`config.mk`:
```
export PLATFORM = sky130hd
export DESIGN_NAME = vin_axi4s
export DESIGN_NICKNAME = d
export VERILOG_FILES = /design/src/rtl/vin_axi4s.sv
export SDC_FILE = /design/constraint.sdc
export NUM_CORES = 2
export LEC_CHECK = 0
export BUFFER_PORTS_ARGS = -buffer_cell sky130_fd_sc_hd__buf_2
export CORE_ASPECT_RATIO = 2
export CORE_MARGIN = 5
export CORE_UTILIZATION = 45
export DETAILED_ROUTE_END_ITERATION = 7
export GPL_TIMING_DRIVEN = 0
export SYNTH_ARGS = -nofsm -noshare
export SYNTH_HDL_FRONTEND = slang
export SYNTH_SLANG_ARGS = --single-unit
```
`constraint.sdc`:
```
create_clock -name clk -period 3.5 [get_ports clk]
set_input_delay 0.875 -clock clk [delete_from_list [all_inputs] [get_ports clk]]
set_output_delay 0.875 -clock clk [all_outputs]
set_load 0.01 [all_outputs]
```
`src/rtl/vin_axi4s.sv`:
```
// rtl/vin_axi4s.sv - video timing (vsync/de/data) to AXI4-Stream receiver with overflow-safe FIFO
// Optional feature macro: VIN_AXI4S_FRAME_COUNT_EN adds out_frame_count.
module vin_axi4s #(
  parameter int WIDTH          = 24,
  parameter int FIFO_PTR_WIDTH = 6
) (
  input  logic             clk,
  input  logic             reset,
  input  logic             in_vsync,
  input  logic             in_hsync,
  input  logic             in_de,
  input  logic [WIDTH-1:0] in_data,
  input  logic             ovf_clear,
  output logic             m_axi4s_tuser,
  output logic             m_axi4s_tlast,
  output logic [WIDTH-1:0] m_axi4s_tdata,
  output logic             m_axi4s_tvalid,
  input  logic             m_axi4s_tready,
  output logic             out_overflow
`ifdef VIN_AXI4S_FRAME_COUNT_EN
  ,
  output logic [15:0]      out_frame_count
`endif
);

  localparam int DEPTH = 2 ** FIFO_PTR_WIDTH;
  localparam int EW    = WIDTH + 2;
  localparam logic [FIFO_PTR_WIDTH:0] PTR_ONE = {{FIFO_PTR_WIDTH{1'b0}}, 1'b1};

  typedef enum logic [1:0] {ST_WAIT_FS, ST_RUN, ST_DROP} state_t;
  state_t r_state, w_state_nxt;

  logic                    r_vsync, r_hsync, r_de;
  logic [WIDTH-1:0]        r_data;
  logic                    r_flag_fs, r_overflow;
  logic [FIFO_PTR_WIDTH:0] r_wr_ptr, r_rd_ptr;
  logic [EW-1:0]           r_mem [DEPTH];
  logic                    r_tvalid, r_tuser, r_tlast;
  logic [WIDTH-1:0]        r_tdata;

  logic          w_fs_edge, w_px_tuser, w_px_tlast;
  logic          w_full, w_empty, w_rd_en, w_room;
  logic          w_wr_en, w_ovf_set;
  logic [EW-1:0] w_rd_entry;
  logic          w_unused;

  // hsync is captured only so it can be probed; it takes no part in framing
  assign w_unused = r_hsync;

  always_ff @(posedge clk or negedge reset) begin
    if (!reset) begin
      r_vsync <= 1'b0;
      r_hsync <= 1'b0;
      r_de    <= 1'b0;
      r_data  <= '0;
    end else begin
      r_vsync <= in_vsync;
      r_hsync <= in_hsync;
      r_de    <= in_de;
      r_data  <= in_data;
    end
  end

  assign w_fs_edge  = in_vsync != r_vsync;
  assign w_px_tuser = r_flag_fs;
  assign w_px_tlast = r_de & ~in_de;

  always_ff @(posedge clk or negedge reset) begin
    if (!reset)         r_flag_fs <= 1'b0;
    else if (w_fs_edge) r_flag_fs <= 1'b1;
    else if (r_de)      r_flag_fs <= 1'b0;
  end

  assign w_empty = r_wr_ptr == r_rd_ptr;
  assign w_full  = (r_wr_ptr[FIFO_PTR_WIDTH] != r_rd_ptr[FIFO_PTR_WIDTH]) &&
                   (r_wr_ptr[FIFO_PTR_WIDTH-1:0] == r_rd_ptr[FIFO_PTR_WIDTH-1:0]);
  assign w_rd_en = (~r_tvalid | m_axi4s_tready) & ~w_empty;
  // a full FIFO still accepts a pixel when the output stage pops in the same cycle
  assign w_room  = ~w_full | w_rd_en;

  always_comb begin
    w_state_nxt = r_state;
    w_wr_en     = 1'b0;
    w_ovf_set   = 1'b0;
    case (r_state)
      ST_RUN: begin
        if (r_de) begin
          if (w_room) begin
            w_wr_en = 1'b1;
          end else begin
            w_ovf_set   = 1'b1;
            w_state_nxt = ST_DROP;
          end
        end
      end
      default: begin
        if (r_de && w_px_tuser) begin
          if (w_room) begin
            w_wr_en     = 1'b1;
            w_state_nxt = ST_RUN;
          end else begin
            w_ovf_set   = 1'b1;
            w_state_nxt = ST_DROP;
          end
        end
      end
    endcase
  end

  always_ff @(posedge clk or negedge reset) begin
    if (!reset) r_state <= ST_WAIT_FS;
    else        r_state <= w_state_nxt;
  end

  always_ff @(posedge clk) begin
    if (w_wr_en) r_mem[r_wr_ptr[FIFO_PTR_WIDTH-1:0]] <= {w_px_tuser, w_px_tlast, r_data};
  end

  always_ff @(posedge clk or negedge reset) begin
    if (!reset) begin
      r_wr_ptr <= '0;
      r_rd_ptr <= '0;
    end else begin
      if (w_wr_en) r_wr_ptr <= r_wr_ptr + PTR_ONE;
      if (w_rd_en) r_rd_ptr <= r_rd_ptr + PTR_ONE;
    end
  end

  assign w_rd_entry = r_mem[r_rd_ptr[FIFO_PTR_WIDTH-1:0]];

  always_ff @(posedge clk or negedge reset) begin
    if (!reset) begin
      r_tvalid <= 1'b0;
      r_tuser  <= 1'b0;
      r_tlast  <= 1'b0;
      r_tdata  <= '0;
    end else if (~r_tvalid | m_axi4s_tready) begin
      r_tvalid <= ~w_empty;
      if (~w_empty) {r_tuser, r_tlast, r_tdata} <= w_rd_entry;
    end
  end

  always_ff @(posedge clk or negedge reset) begin
    if (!reset)         r_overflow <= 1'b0;
    else if (w_ovf_set) r_overflow <= 1'b1;
    else if (ovf_clear) r_overflow <= 1'b0;
  end

`ifdef VIN_AXI4S_FRAME_COUNT_EN
  logic [15:0] r_frame_count;
  always_ff @(posedge clk or negedge reset) begin
    if (!reset)                      r_frame_count <= '0;
    else if (w_wr_en && w_px_tuser)  r_frame_count <= r_frame_count + 16'd1;
  end
  assign out_frame_count = r_frame_count;
`endif

  assign m_axi4s_tvalid = r_tvalid;
  assign m_axi4s_tuser  = r_tuser;
  assign m_axi4s_tlast  = r_tlast;
  assign m_axi4s_tdata  = r_tdata;
  assign out_overflow   = r_overflow;

endmodule

```
==> flow_summary.ini <==
[timing]
fin_skew_ns = 0.0441
finalWorstSetupSlack_ns = -0.149
relSlewSlack_pct = 18.8
fmax_ghz = 0.274
drv_slew = 0
worst_slew_pin_slew_ns = 1.21
finalCritPeriodShare_pct = 104
grt_setup_unrepaired = true
setup_viol_count_final = 74
hold_violations = 0
period_needed_ns = 3.65

[logic_synthesis]
synth.net_count = 3346
syn-instance-count = 3313
async_reset_ff_share_pct = 4.09
syn_area_um2 = 67000
ys_types = 65
ys.flop_type = edfxtp_1
synth_seq_cells = 1735
synth_edf_count = 1664
yosysWarnings = 0
seq_area_frac_synth_pct = 77.2
syn_avg_cell_area_um2 = 20.2

[critical_path]
crit_path_cell_trace = buf_6 -> buf_12 -> buf_12 -> buf_12 -> buf_6 -> clkbuf_1 -> nand2_1 -> a21oi_1 -> a31oi_1 -> a41oi_1
critical_path.slowest_cell = a21oi_1
crit_fanout = 10
crit_path_frequent_cell = buf_12
crit_family = buffers and inverters
arrival_ns = 4.36
cp.required_ns = 4.21
start_kind = register
cp-end-kind = register
max_stage_delay_ns = 0.70
crit_type = reg2reg
timing.critical_path.buf_inv = 6

[route]
via_count = 35563
antenna_left = 0
topRoutingLayerUsed = met5
vias_per_cell = 6.25
routed_wl_um = 219000
drt_iter0_markers = 3963
firstDrtPassIters = 7
drc = 0
met1_length_um = 67300
met3_length_um = 13500
wl_met2_um = 115000
wl_per_cell_um = 38.4

[floorplan]
std_cell_rows = 200
core_um2 = 148000
io-pin-count = 59
die_h_um = 556
initial_core_util_pct = 45.2
die_area_um2 = 157000
die_w_um = 283

[cells_and_area]
multiInputGateArea_um2 = 14700
layout-area-overhead-vs-synth_pct = 16.1
seq_area_um2 = 51800
final_cell_area_um2 = 77800
nFillCells = 11397
nNetsFinal = 3696
drive_above_1_share_pct = 24.9

[clocking]
clk_pin_slew_ns = 0.07
insertion_delay_ns = 0.82
cts_tree = yes
root_buffer = clkbuf_16
cts_buffer_depth = 4
htree_levels = 4
cts_sinks = 1735
cts_buffers = 149

[power_and_ir_drop]
peakVddDrop_v = 0.000516
p_leak_nw = 25.1
p_per_area_nw_per_um2 = 778

[placement]
placed_area_um2 = 72300
gp_congestion = 1.01
portBuffers = 57
post-dp-hpwl_um = 152000
place_ws_ns = -0.737

[run_status]
violations = setup timing
status = finished, violations left

[grt]
grt_use_total_pct = 27.3
grt_max_degree = 63
grt_remaining_overflow = 0
antenna_found_initial = 13
grt_pass1_wl_um = 296000
grt_pass1_vias = 36074

[min_path]
min_path_type = in2reg

[flow_run]
timing.max_cap.violations = 0
==> power breakdown <==
group,leakage (nW),total [mW],internal (mW),switching (mW)
registers,15.8,24.2,23.7,0.515
clock network,2.23,16.2,8.86,7.33
logic,7.15,20.2,6.96,13.2
total,25.1,60.6,39.5,21.1
==> final timing paths <==
| path | startpoint | endpoint | slack (ns) | cells past startpoint |
|---|---|---|---|---|
| worst min register to register | r_vsync | r_flag_fs | 0.49 | 2 |
| worst max-delay path | r_rd_ptr[0] | m_axi4s_tdata[5] | -0.15 | 10 |
| worst max register to register | r_rd_ptr[0] | m_axi4s_tdata[5] | -0.15 | 10 |
| max in group asynchronous | reset | m_axi4s_tdata[5] | 2.28 | 3 |
| worst min-delay path | in_data[18] | r_data[18] | 0.17 | 1 |
| min in group asynchronous | reset | r_flag_fs | 0.51 | 2 |
==> cells by family after synthesis <==
kind of cell,after synthesis,share of synthesized area [%]
AO/OA/AOI/OAI,431,4.81
flip-flops,1735,77.2
AND/OR/NAND/NOR,318,2.14
XOR/XNOR,20,0.261
adder cells (fa/ha/maj),2,0.0373
multiplexers,608,13.5
buffers and inverters,199,2.03
==> sequential cells by signal (all words and copies together) (netlist names) <==
name and count:
r_flag_fs 1, r_state 2, m_axi4s_tuser 1, r_rd_ptr 7, r_wr_ptr 7, r_de 1, r_vsync 1, m_axi4s_tdata 24
r_data 24, r_mem 1664, m_axi4s_tlast 1, out_overflow 1, m_axi4s_tvalid 1
==> through the flow <==
step | hold slack (ns) | TNS [ns] | cells | util (%) | total power [mW]
after global routing | 0.142 | -2.09 | 5686 | 52.4 | 61.9
after CTS | 0.131 | -0.0191 | 5683 | 52.4 | 60.4
after floorplan | 0.450 | -468.70 | 3313 | - | 35.3
after detailed placement | 0.480 | -595.09 | 5382 | 48.7 | 44.0
final | 0.168 | -4.59 | 5693 | 52.4 | 60.6
after global placement | 0.459 | -6264.24 | 5289 | 47.0 | 43.3
==> worst reg2reg max path, cell delays in order, from the launching register on <==
cell	delay, ns
dfrtp_1	0.43
buf_6	0.25
buf_12	0.20
buf_12	0.17
buf_12	0.21
buf_6	0.21
clkbuf_1	0.61
nand2_1	0.12
a21oi_1	0.70
a31oi_1	0.33
a41oi_1	0.32
==> routing by layer <==
metal / vias up / GRT usage (%)
li1: 14380 / -
met1: 18668 / 27.5
met2: 1843 / 49.3
met3: 666 / 4.56
met4: 6 / 22.7
met5: - / 0
==> synth_stat cells (all sizes together) (7+ instances only) <==
master / count / area share, %
edfxtp: 1664 / 75
mux2i: 310 / 4.6
mux4: 220 / 7.6
buf: 140 / 1.7
nand2: 108 / 0.60
nor2: 108 / 0.61
a22oi: 93 / 1.0
mux2: 78 / 1.3
a21oi: 75 / 0.56
dfrtp: 71 / 2.7
clkbuf: 52 / 0.29
a31oi: 39 / 0.36
a22o: 35 / 0.46
o22ai: 35 / 0.33
o221ai: 34 / 0.44
nand3: 31 / 0.23
a221oi: 18 / 0.24
nor3: 16 / 0.13
a2111oi: 15 / 0.30
a211oi: 15 / 0.18
nor2b: 15 / 0.14
a41oi: 14 / 0.19
xnor2: 14 / 0.18
a211o: 12 / 0.16
and3: 12 / 0.11
o21ai: 12 / 0.090
a311o: 9 / 0.13
o211ai: 8 / 0.090
inv: 7 / 0.039
==> layout by cell type (no fill, tap or decap), types with 24 or more instances in the layout <==
master / n
o221ai_1: 34
a22oi_1: 92
nand3_1: 31
a31oi_1: 34
nor2_4: 66
mux2_2: 76
buf_12: 102
edfxtp_1: 1664
buf_2: 102
o22ai_1: 35
nor2_1: 40
clkbuf_1: 74
clkbuf_16: 155
clkinv_1: 24
mux2i_1: 310
buf_4: 64
mux4_2: 184
a21oi_1: 73
mux4_1: 36
a22o_1: 35
nand2_1: 100
dfrtp_1: 46
buf_6: 39
==> layout make-up <==
class	count	area share [%]
Timing Repair Buffer	197	3.71
Sequential cell	1735	66.6
Inverter	7	0.0338
Clock buffer	198	5.24
Tap cell	1919	3.09
Buffer	192	1.78
Antenna cell	8	0.0257
Multi-Input combinational cell	1381	18.9
Clock inverter	56	0.633
==> repair_timing <==
item	in CTS	in global routing
pin swaps	35	6
hold buffers	1	0
setup buffers	44	2
cloned	2	0
setup endpoints to repair	1687	133
endpoints found under the hold margin	23	0
resized for setup	58	25
No activity file was read; power rests on OpenSTA's default activity.
